**config.mk**
```make
export PLATFORM = sky130hd
export DESIGN_NAME = gpio_bank
export DESIGN_NICKNAME = d
export VERILOG_FILES = /design/src/rtl/gpio_bank_pkg.sv /design/src/rtl/gpio_bank_sync.sv /design/src/rtl/gpio_bank.sv
export SDC_FILE = /design/constraint.sdc
export NUM_CORES = 1
export LEC_CHECK = 0
export ABC_AREA = 1
export BUFFER_PORTS_ARGS = -buffer_cell sky130_fd_sc_hd__clkbuf_2
export CAP_MARGIN = 0
export CORE_ASPECT_RATIO = 0.9
export CORE_MARGIN = 5
export CORE_UTILIZATION = 57
export DETAILED_ROUTE_END_ITERATION = 8
export PLACE_DENSITY = 0.89
export SYNTH_ARGS = -nofsm -noshare
export SYNTH_HDL_FRONTEND = slang
export SYNTH_SLANG_ARGS = --single-unit
```
**constraint.sdc**
```tcl
create_clock -name clk -period 1.3 [get_ports clk]
set_input_delay 0.065 -clock clk [delete_from_list [all_inputs] [get_ports clk]]
set_output_delay 0.065 -clock clk [all_outputs]
set_load 0.005 [all_outputs]
```
**src/rtl/gpio_bank_pkg.sv**
```systemverilog
// Shared register map for the GPIO bank: top-level decode and benches use these indices.
package gpio_bank_pkg;

  localparam int GPIO_ADDR_W = 3;

  localparam logic [GPIO_ADDR_W-1:0] GPIO_DATA    = 3'd0;
  localparam logic [GPIO_ADDR_W-1:0] GPIO_DIR     = 3'd1;
  localparam logic [GPIO_ADDR_W-1:0] GPIO_SET     = 3'd2;
  localparam logic [GPIO_ADDR_W-1:0] GPIO_CLR     = 3'd3;
  localparam logic [GPIO_ADDR_W-1:0] GPIO_TGL     = 3'd4;
  localparam logic [GPIO_ADDR_W-1:0] GPIO_RISE_EN = 3'd5;
  localparam logic [GPIO_ADDR_W-1:0] GPIO_FALL_EN = 3'd6;
  localparam logic [GPIO_ADDR_W-1:0] GPIO_PEND    = 3'd7;

  localparam int GPIO_MAX_WIDTH = 16;

endpackage

```
**src/rtl/gpio_bank_sync.sv**
```systemverilog
// Per-pin input synchroniser with a trailing "prev" flop; emits raw (unmasked) edges.
module gpio_sync #(
  parameter int WIDTH       = 8,
  parameter int SYNC_STAGES = 2
) (
  input  logic             clk,
  input  logic             resetq,
  input  logic [WIDTH-1:0] d,
  output logic [WIDTH-1:0] sync_q,
  output logic [WIDTH-1:0] rise,
  output logic [WIDTH-1:0] fall
);

  // stage 0 is the metastability catcher, stage SYNC_STAGES-1 is the usable value
  logic [SYNC_STAGES-1:0][WIDTH-1:0] sync_ff;
  logic [WIDTH-1:0]                  prev_q;

  // shift the raw pad value through the chain, then remember last cycle's settled value
  always_ff @(posedge clk or negedge resetq) begin
    if (!resetq) begin
      sync_ff <= '0;
      prev_q  <= '0;
    end else begin
      sync_ff <= {sync_ff[SYNC_STAGES-2:0], d};
      prev_q  <= sync_ff[SYNC_STAGES-1];
    end
  end

  assign sync_q = sync_ff[SYNC_STAGES-1];
  assign rise   = sync_q & ~prev_q;
  assign fall   = ~sync_q & prev_q;

endmodule

```
**src/rtl/gpio_bank.sv**
```systemverilog
// Parametrised bidirectional GPIO bank on the J1 IO bus: output latch with atomic
// set/clear/toggle, direction, synchronised inputs, edge-pending bits and a level irq.
module gpio_bank
  import gpio_bank_pkg::*;
#(
  parameter int               WIDTH       = 8,
  parameter int               SYNC_STAGES = 2,
  parameter logic [WIDTH-1:0] DIR_RESET   = '0,
  parameter logic [WIDTH-1:0] OUT_RESET   = '0
) (
  input  logic                   clk,
  input  logic                   resetq,
  input  logic                   cs,
  input  logic                   wr,
  input  logic                   rd,
  input  logic [GPIO_ADDR_W-1:0] addr,
  input  logic [WIDTH-1:0]       wd,
  output logic [WIDTH-1:0]       rdata,
  input  logic [WIDTH-1:0]       pin_in,
  output logic [WIDTH-1:0]       pin_out,
  output logic [WIDTH-1:0]       pin_oe,
  output logic                   irq
);

  // counter must reach SYNC_STAGES+1 and hold there
  localparam int                 WCNT_W   = $clog2(SYNC_STAGES + 2);
  localparam logic [WCNT_W-1:0]  WCNT_MAX = WCNT_W'(SYNC_STAGES + 1);

  logic [WIDTH-1:0]  out_q, dir_q, rise_en_q, fall_en_q, pend_q;
  logic [WCNT_W-1:0] warm_cnt;
  logic              warm;
  logic              wr_en;
  logic [WIDTH-1:0]  sync_q, raw_rise, raw_fall;
  logic [WIDTH-1:0]  rise, fall, clr_mask;

  gpio_sync #(
    .WIDTH       (WIDTH),
    .SYNC_STAGES (SYNC_STAGES)
  ) u_sync (
    .clk    (clk),
    .resetq (resetq),
    .d      (pin_in),
    .sync_q (sync_q),
    .rise   (raw_rise),
    .fall   (raw_fall)
  );

  assign wr_en = cs & wr;
  assign warm  = (warm_cnt == WCNT_MAX);

  // edges only count once the chain has flushed its reset zeros, and only where enabled
  assign rise     = raw_rise & rise_en_q & {WIDTH{warm}};
  assign fall     = raw_fall & fall_en_q & {WIDTH{warm}};
  assign clr_mask = (wr_en && addr == GPIO_PEND) ? wd : '0;

  // warmup counter: count up from reset, then stick at the top
  always_ff @(posedge clk or negedge resetq) begin
    if (!resetq)   warm_cnt <= '0;
    else if (!warm) warm_cnt <= warm_cnt + 1'b1;
  end

  // register file writes, including the atomic latch operations
  always_ff @(posedge clk or negedge resetq) begin
    if (!resetq) begin
      out_q     <= OUT_RESET;
      dir_q     <= DIR_RESET;
      rise_en_q <= '0;
      fall_en_q <= '0;
    end else if (wr_en) begin
      case (addr)
        GPIO_DATA:    out_q     <= wd;
        GPIO_DIR:     dir_q     <= wd;
        GPIO_SET:     out_q     <= out_q | wd;
        GPIO_CLR:     out_q     <= out_q & ~wd;
        GPIO_TGL:     out_q     <= out_q ^ wd;
        GPIO_RISE_EN: rise_en_q <= wd;
        GPIO_FALL_EN: fall_en_q <= wd;
        default:      ;
      endcase
    end
  end

  // sticky pending bits; a new edge beats a same-cycle write-1-to-clear
  always_ff @(posedge clk or negedge resetq) begin
    if (!resetq) pend_q <= '0;
    else         pend_q <= (pend_q & ~clr_mask) | rise | fall;
  end

  // level interrupt, registered so it trails pend by one cycle
  always_ff @(posedge clk or negedge resetq) begin
    if (!resetq) irq <= 1'b0;
    else         irq <= |pend_q;
  end

  // read mux; zero when not addressed so banks can be ORed onto io_din
  always_comb begin
    rdata = '0;
    if (cs && rd) begin
      case (addr)
        GPIO_DATA:                   rdata = sync_q;
        GPIO_DIR:                    rdata = dir_q;
        GPIO_SET, GPIO_CLR, GPIO_TGL: rdata = out_q;
        GPIO_RISE_EN:                rdata = rise_en_q;
        GPIO_FALL_EN:                rdata = fall_en_q;
        GPIO_PEND:                   rdata = pend_q;
        default:                     rdata = '0;
      endcase
    end
  end

  assign pin_out = out_q;
  assign pin_oe  = dir_q;

endmodule
```
# After elaboration in Yosys (flattened, before gate mapping)
# Cells that the tools add are included.
# classes
n_addsub	1
n_eq_ne	8
muxes	4
bitwise_logic	17
reduce_logical	10
# op_table
op	n
$and A8 B8 Y8	8
$pmux W8 S6	1
$not A8 Y8	4
$pmux W8 S4	1
$or A8 B8 Y8	3
$mux W8	2
$eq A3 B3 Y1 const B	4
$reduce_and A2 Y1	4
$reduce_or A8 Y1	1
$xor A8 B8 Y8	1
$eq A3 B2 Y1 const B	2
$reduce_bool A4 Y1	1
$eq A3 B1 Y1 const B	1
$logic_not A3 Y1	1
$reduce_or A3 Y1	1
$add A2 B1 Y2 const B	1
$eq A2 B2 Y1 const B	1
$logic_and A1 B1 Y1	2
$and A1 B1 Y1	1
# totals
ff_bits	67
word_cells	50

# Logic depth before layout (Yosys ltp)
# Gate-level depths: netlist (run 1).
# depth
depth_word	7
mapped_depth	9
depth_no_buf	7

# By module
# Synthesis (run 1) repeated with hierarchy kept, for this count alone.
# unflattened
cells_unflattened	448
hier_area_um2	3595.9
# modules_own_cells
module	instances	cells_each	area_each_um2	seq_area_each_um2
gpio_bank	1	384	2815.2	1076.0
gpio_sync	1	64	780.7	600.6

# Least setup slack after synthesis (run 1)
# No wires, ideal clock.
# synth_path
path_kind	input-to-output
startpoint	input port addr[1]
endpoint	output port rdata[0]
arrival_ns	1.052
path_slack_ns	0.183
path_stages	9
path_buffers	2
path_cell_list	buf_4 > nor2_4 > nand2_2 > nand2_2 > buf_6 > nand2_1 > nand2_1 > nor2_1 > nor2_1
# synth_via
elab_chain_len	4
elab_cells_between_ends	11
cone_classes	eq/ne (7); mux (2); reduce/logical (2)
# synth_rtl
item	line_no	text
start, declared	gpio_bank.sv:16	input logic [GPIO_ADDR_W-1:0] addr,
$eq A3 B2 Y1 or $eq A3 B3 Y1 (tied branches)	gpio_bank.sv:99	case (addr)
$reduce_or A3 Y1	gpio_bank.sv:99	
$pmux W8 S6 (*)	gpio_bank.sv:99	
$mux W8 (*)	gpio_bank.sv:98	if (cs && rd) begin
end, declared	gpio_bank.sv:18	output logic [WIDTH-1:0] rdata,
# Every way passes the cells marked *; elsewhere a longest branch is shown, timed or not.

# Worst setup path in the final report (run 1)
# layout_path
startpoint	register rise_en_q[3]
endpoint	output port rdata[3]
# layout_via
elab_chain_len	2
# layout_rtl
item	line_no	text
start, declared	gpio_bank.sv:29	logic [WIDTH-1:0] out_q, dir_q, rise_en_q, fall_en_q, pend_q;
start signal, assigned	gpio_bank.sv:76	GPIO_RISE_EN: rise_en_q <= wd;
$pmux W8 S6	gpio_bank.sv:99	
$mux W8	gpio_bank.sv:98	
# Every way passes these cells.

==> metrics.yaml, run 1 <==
status:
  outcome: "finished with violations"
  violations: "setup timing"
setup_path:
  crit_cells: 7
  crit_path_start_kind: "flop"
  rr_worst_depth: 7
  crit_family: "simple AND/OR/NAND/NOR gates"
  cp_cell_sequence: "nand4_1, nand2_1, inv_1, nand2_1, nor2_1, nor2_1, clkbuf_2"
  critPathMaxStageDelay_ps: 390
  critPathRequiredTime_ps: 1240
  rr_endpoint: "pin_out[2]"
  reg2reg_slack_ps: 60
  cp-endpoint: "rdata[3]"
  cp_max_fo: 2
  path_buf_inv: 2
  crit_slowest_cell: "dfrtp_1"
  rr_startpoint: "pin_out[2]"
  worstPathArrival_ps: 1340
  cp-startpoint: "rise_en_q[3]"
  criticalPathCategory: "flop to primary output"
  end_kind: "primary output"
power:
  p_sw_share_pct: 32.3
  intPower_mw: 3.80
  comb_power_share_pct: 22.4
  pwr-share-seq_pct: 46.0
  clkPwrFrac_pct: 31.7
  peakVddDrop_mv: 0.953
  switchingPower_mw: 1.82
  power.density_nw_per_um2: 1250
  p_leak_nw: 2.28
final_layout:
  nets: 562
  drive_gt1_share_pct: 26.4
  layout_commonest_cell: "nand2_1"
  antenna_cells: 0
  fin_util_pct: 74.1
  final_cell_mix: "nand2_1 (108), dfrtp_1 (67), clkbuf_2 (44), nand3_1 (41), inv_1 (38)"
  syn2layout_area_growth_pct: 27.9
  post-route-cell-area_um2: 4480
  fillCellCount: 405
floorplan:
  row_count: 27
  boundaryPins: 49
  coreArea_um2: 6050
  fp.dieH_um: 84.4
  initial_core_util_pct: 57.9
  fp.dieW_um: 92.6
  die_area_um2: 7820
placed_design:
  placed_area_um2: 4000
  port_buffers: 48
  place_hpwl_um: 6780
  pre_cts_slack_ps: 20.4
  place_congestion: 0.938
timing:
  tightest_slew_ps: 394
  period_share_pct: 108
  hold_violations: 0
  worst_slack_ps: -110
  fin_crit_ps: 1410
  rsz0062_at_grt: "true"
  report.final.slew_viol_count: 0
  hold_slack_ps: 137
  finalSetupViolations: 7
  max_freq_mhz: 709
  relSlewSlack_pct: 73.7
  finClkSkew_ps: 7.10
clock_tree:
  cts_sinks: 67
  clk_pin_slew_ps: 80
  insertion_delay_ps: 350
  cts_made_buffers: 9
  htreeDepth: 3
  clockBufferDepth: 2
  cts_tree: "done"
  root_buffer: "clkbuf_8"
yosys:
  synth-edff-count: 0
  avgSynthCellArea_um2: 8.38
  ys_seq_elements: 67
  seq_area_frac_synth_pct: 47.9
  synthArstFlopShare_pct: 100
  ys.warnings.count: 0
  netlist_instances: 418
  yosysUniqueCellTypes: 27
  syn-num-nets: 459
  ys.flop_type: "dfrtp_1"
  synthesis.area_um2: 3500
drt:
  wirelength_um: 10500
  ant_nets: 0
  drc: 0
  first_pass_iters: 7
  wire_per_inst_um: 17.5
  vias_per_cell: 6.03
  drt_iter0_drc: 362
  num_vias: 3603
grt:
  grt_pass1_wl_um: 16600
  first_global_vias: 3497
  grt_use_total_pct: 27.1
  grt_max_degree: 38
  grt_overflow: 0
  antenna_found_initial: 0
hold_path:
  min_path_type: "input port to flop"
run:
  maxCapViolCount: 0
worst min-delay path by stage:
| stage | startpoint | end | slack [ps] | cells past startpoint |
|---|---|---|---|---|
| floorplan | resetq | fall_en_q[0] | -230 | 0 |
| global placement | resetq | warm_cnt[0] | -20 | 1 |
| detailed placement | resetq | u_sync.sync_q[7] | -10 | 1 |
| CTS | wd[7] | rise_en_q[7] | 120 | 3 |
| global route | wd[7] | pin_oe[7] | 140 | 3 |
| finish | wd[7] | rise_en_q[7] | 140 | 3 |
kinds of logic after synthesis:
| group | synth area share (%) |
|---|---|
| compound gates | 12.4 |
| xor+xnor | 0.250 |
| fa+ha+maj | 6.07 |
| buf+inv | 7.14 |
| flops | 47.9 |
| simple gates | 26.3 |
cells in the mapped netlist, types with 2 or more instances:
master	count	area [um2]
inv_1	43	161
nor2_4	5	56.3
o21ai_1	8	40.0
inv_2	4	15.0
o21ai_0	33	165
buf_6	2	22.5
o21ai_2	8	70.1
dfrtp_1	67	1680
nor4_1	2	12.5
o21a_1	7	52.6
nand2_1	108	405
nand3_1	41	205
nand2_2	5	31.3
nor2_1	27	101
o31ai_1	7	52.6
buf_2	5	25.0
nand3_2	2	20.0
nand4_1	9	56.3
ha_1	17	213
a21oi_1	9	45.0
buf_4	3	22.5
cell type report:
cell class / instances / area, um2 / share of cell area (%)
inverter: 47 / 180 / 4.02
clock inverter: 7 / 73.8 / 1.65
multi-input combinational: 293 / 1610 / 35.8
sequential: 67 / 1680 / 37.4
timing repair buffer: 103 / 731 / 16.3
tap: 72 / 90.1 / 2.01
clock buffer: 9 / 124 / 2.76
power by group through the flow:
stage	clock (mW)	combinational [mW]	sequential, mW
2_1_floorplan	0	0.590	2.55
3_3_place_gp	0	0.990	2.61
3_5_place_dp	0	1.04	2.62
4_1_cts	1.77	1.19	2.57
5_1_grt	1.87	1.38	2.61
6_report	1.78	1.26	2.58
metrics by stage:
stage | power, mW | instances | TNS [ps]
after floorplan | 3.14 | 418 | 0
after global placement | 3.60 | 554 | 0
after detailed placement | 3.66 | 554 | 0
after CTS | 5.53 | 594 | -429
after global routing | 5.87 | 598 | -1170
final | 5.62 | 598 | -529
sequential cells by signal, summed over array words and instances (netlist names):
name	count
pin_out	8
rise_en_q	8
warm_cnt	2
u_sync.sync_q	8
pin_oe	8
fall_en_q	8
u_sync.prev_q	8
pend_q	8
u_sync.sync_ff	8
irq	1
timing repair:
item,in CTS,in global routing
gates resized for setup,1,11
pin swaps,4,9
endpoints found under the setup margin,8,15
hold buffers,16,0
endpoints found under the hold margin,82,0
setup buffers,8,5
routing by layer:
metal  GRT usage, %  up-vias  routed length [um]
met4           15.3        0                 521
met5              0        -                   0
li1               -     1575                   -
met3           6.72       71                1050
met2           43.6      250                4930
met1           33.4     1707                3960
tightest hold or removal path, cell delays in order:
cell and delay (ps):
clkbuf_2 80, inv_1 140, a21oi_1 160
Power figures use the tool's default switching activity.
==> run 2: changes to the inputs <==
--- a/config.mk
+++ b/config.mk
@@ -9,7 +9,6 @@
 export BUFFER_PORTS_ARGS = -buffer_cell sky130_fd_sc_hd__clkbuf_2
 export CAP_MARGIN = 0
 export CORE_ASPECT_RATIO = 0.9
-export CORE_MARGIN = 5
 export CORE_UTILIZATION = 57
 export DETAILED_ROUTE_END_ITERATION = 8
 export PLACE_DENSITY = 0.89
==> run 2 against run 1 <==
Effect of this change:
- the flow still finishes with violations (setup timing)
- worst hold slack got worse by 0.52 ps
- count of clock-buffer cells in the layout stayed put
- register-to-register slack lost 20 ps
- sequential share of layout area grew 0.38 points
- sequential power about the same
- die area decreased by 17%
- wire length down 5.2%
- critical endpoint is now rdata[1]
- largest cell class unchanged
- largest power group unchanged
==> metrics.yaml, run 2 (same netlist as run 1, synthesis figures left out) <==
clock_tree:
  insertion_delay_ps: 360  # about the same
  root_buffer: "clkbuf_8"
  clk_pin_slew_ps: 80  # about the same
  cts_made_buffers: 9  # unchanged
  cts_sinks: 67  # unchanged
  htreeDepth: 3  # unchanged
  clockBufferDepth: 2  # unchanged
  cts_tree: "done"
hold_path:
  min_path_type: "input port to flop"
  hold_path.startpoint: "wd[7]"
  holdPathStages: 3  # unchanged
  hold-path-endpoint: "pin_oe[7]"
timing:
  finalSetupViolations: 8  # +1
  max_freq_mhz: 713  # +0.51%
  worst_slack_ps: -103  # +7.10 ps
  fin_crit_ps: 1400  # -7.10 ps
  rsz0062_at_grt: "true"
  finClkSkew_ps: 10.7  # +3.64 ps
  tns_ps: -480  # +48.8 ps
  hold_violations: 0  # unchanged
  report.final.slew_viol_count: 0  # unchanged
  tightest_slew_ps: 407  # +13.3 ps
  relSlewSlack_pct: 72.8  # -0.89 points
  period_share_pct: 108  # -0.55 points
power:
  p_leak_nw: 2.25  # -1.6%
  peakVddDrop_mv: 0.976  # +2.4%
  p_total_mw: 5.45  # -3.0%
  power.density_nw_per_um2: 1230  # -2.0%
final_layout:
  fin_util_pct: 76.6  # +2.5 points
  post-route-cell-area_um2: 4440  # -1.0%
  antenna_cells: 0  # unchanged
  syn2layout_area_growth_pct: 26.6
  drive_gt1_share_pct: 27.1  # +0.67 points
  fillCellCount: 382  # -5.7%
  stdcell_count: 594  # -0.67%
  layout_commonest_cell: "nand2_1"
  nets: 560  # -0.36%
  final_cell_mix: "nand2_1 (107), dfrtp_1 (67), clkbuf_2 (45), nand3_1 (41), inv_1 (37)"
drt:
  wire_per_inst_um: 16.7  # -4.5%
  drt_iter0_drc: 428  # +18%
  vias_per_cell: 5.82  # -3.5%
  first_pass_iters: 8  # +1
  drc: 0  # unchanged
  wirelength_um: 9920  # -5.2%
  ant_nets: 0  # unchanged
  num_vias: 3455  # -4.1%
setup_path:
  cp_cell_sequence: "o211ai_1, nand2_1, nor2_2, nor2_1, clkbuf_2"
  rr_endpoint: "pin_out[4]"
  crit_slowest_cell: "dfrtp_1"
  critPathMaxStageDelay_ps: 400  # about the same
  cp_max_fo: 2  # unchanged
  worstPathArrival_ps: 1340  # about the same
  rr_startpoint: "pin_out[4]"
  critPathRequiredTime_ps: 1240  # about the same
  criticalPathCategory: "flop to primary output"
  reg2reg_slack_ps: 40  # -20 ps
  crit_path_start_kind: "flop"
  end_kind: "primary output"
  rr_worst_depth: 7  # unchanged
floorplan:
  row_count: 26  # -3.7%
  die_area_um2: 6460  # -17%
  fp.dieW_um: 84.6  # -8.6%
  coreArea_um2: 5790  # -4.2%
  boundaryPins: 49  # unchanged
  fp.dieH_um: 76.4  # -9.5%
  initial_core_util_pct: 60.5  # +2.6 points
grt:
  first_global_vias: 3222  # -7.9%
  antenna_found_initial: 0  # unchanged
  grt_use_total_pct: 31.6  # +4.5 points
  grt_overflow: 0  # unchanged
  grt_pass1_wl_um: 15600  # -6.1%
  grt_max_degree: 68  # +79%
placed_design:
  placed_cells: 545  # -1.6%
  port_buffers: 48  # unchanged
  place_congestion: 0.910  # -3.0%
  place_hpwl_um: 6430  # -5.1%
  placed_area_um2: 3920  # -2.0%
status:
  violations: "setup timing"
  outcome: "finished with violations"
run:
  maxCapViolCount: 0  # unchanged
==> run 2: cell count changes in the layout (fill, tap and decap cells not counted), sizes merged <==
cell,before,now
buf,43,40
clkinv,3,1
clkinvlp,2,4
bufinv,1,0
clkbuf,53,54
inv,48,49
==> run 2: layout make-up <==
type / instances / area, um2 / share of cell area, %
clock inverters: 7 / 58.8 / 1.33
multi-input cells: 293 / 1610 / 36.3
clock buffers: 9 / 124 / 2.79
well taps: 70 / 87.6 / 1.97
flip-flops and latches: 67 / 1680 / 37.8
repair buffers: 101 / 697 / 15.7
inverters: 47 / 184 / 4.15
==> run 2: how the worst max path moves through the flow <==
stage	start	depth (start not counted)	slack [ps]	end
4_1_cts	rise_en_q[4]	7	-80	rdata[4]
5_1_grt	pin_oe[1]	5	-200	rdata[1]
3_5_place_dp	addr[1]	6	-10	pend_q[0]
2_1_floorplan	addr[1]	9	180	rdata[0]
3_3_place_gp	addr[1]	6	50	pend_q[3]
6_report	pin_oe[1]	5	-100	rdata[1]
==> run 2: layer usage <==
layer	global-route usage [%]	routed length, um
met1	40.6	3810
met2	50.2	4690
met3	8.78	1020
met4	13.9	400
met5	0	0
==> run 2: what timing repair did <==
action | in CTS | in global routing
setup buffers | 8 | 9
pin swaps | 6 | 8
hold endpoints to repair | 82 | 0
resized for setup | 2 | 16
hold buffers | 16 | 0
setup endpoints to repair | 8 | 13
==> run 2: through the flow <==
step	hold WS [ps]	setup WS, ps
floorplan	-231	183
global placement	110	54.6
detailed placement	109	-10.3
CTS	103	-84.0
global route	145	-197
finish	136	-103
==> run 2: critical path: cells and delay by family (launching register included) <==
| family | cells | cell delay [ps] |
|---|---|---|
| DFF | 1 | 400 |
| buffers and inverters | 1 | 110 |
| AOI/OAI and AO/OA | 1 | 210 |
| and+or+nand+nor | 3 | 260 |
==> run 2: where the power goes <==
group / internal [mW] / switching [mW]
combinational: 0.558 / 0.676
sequential: 2.34 / 0.232
clock: 0.720 / 0.925
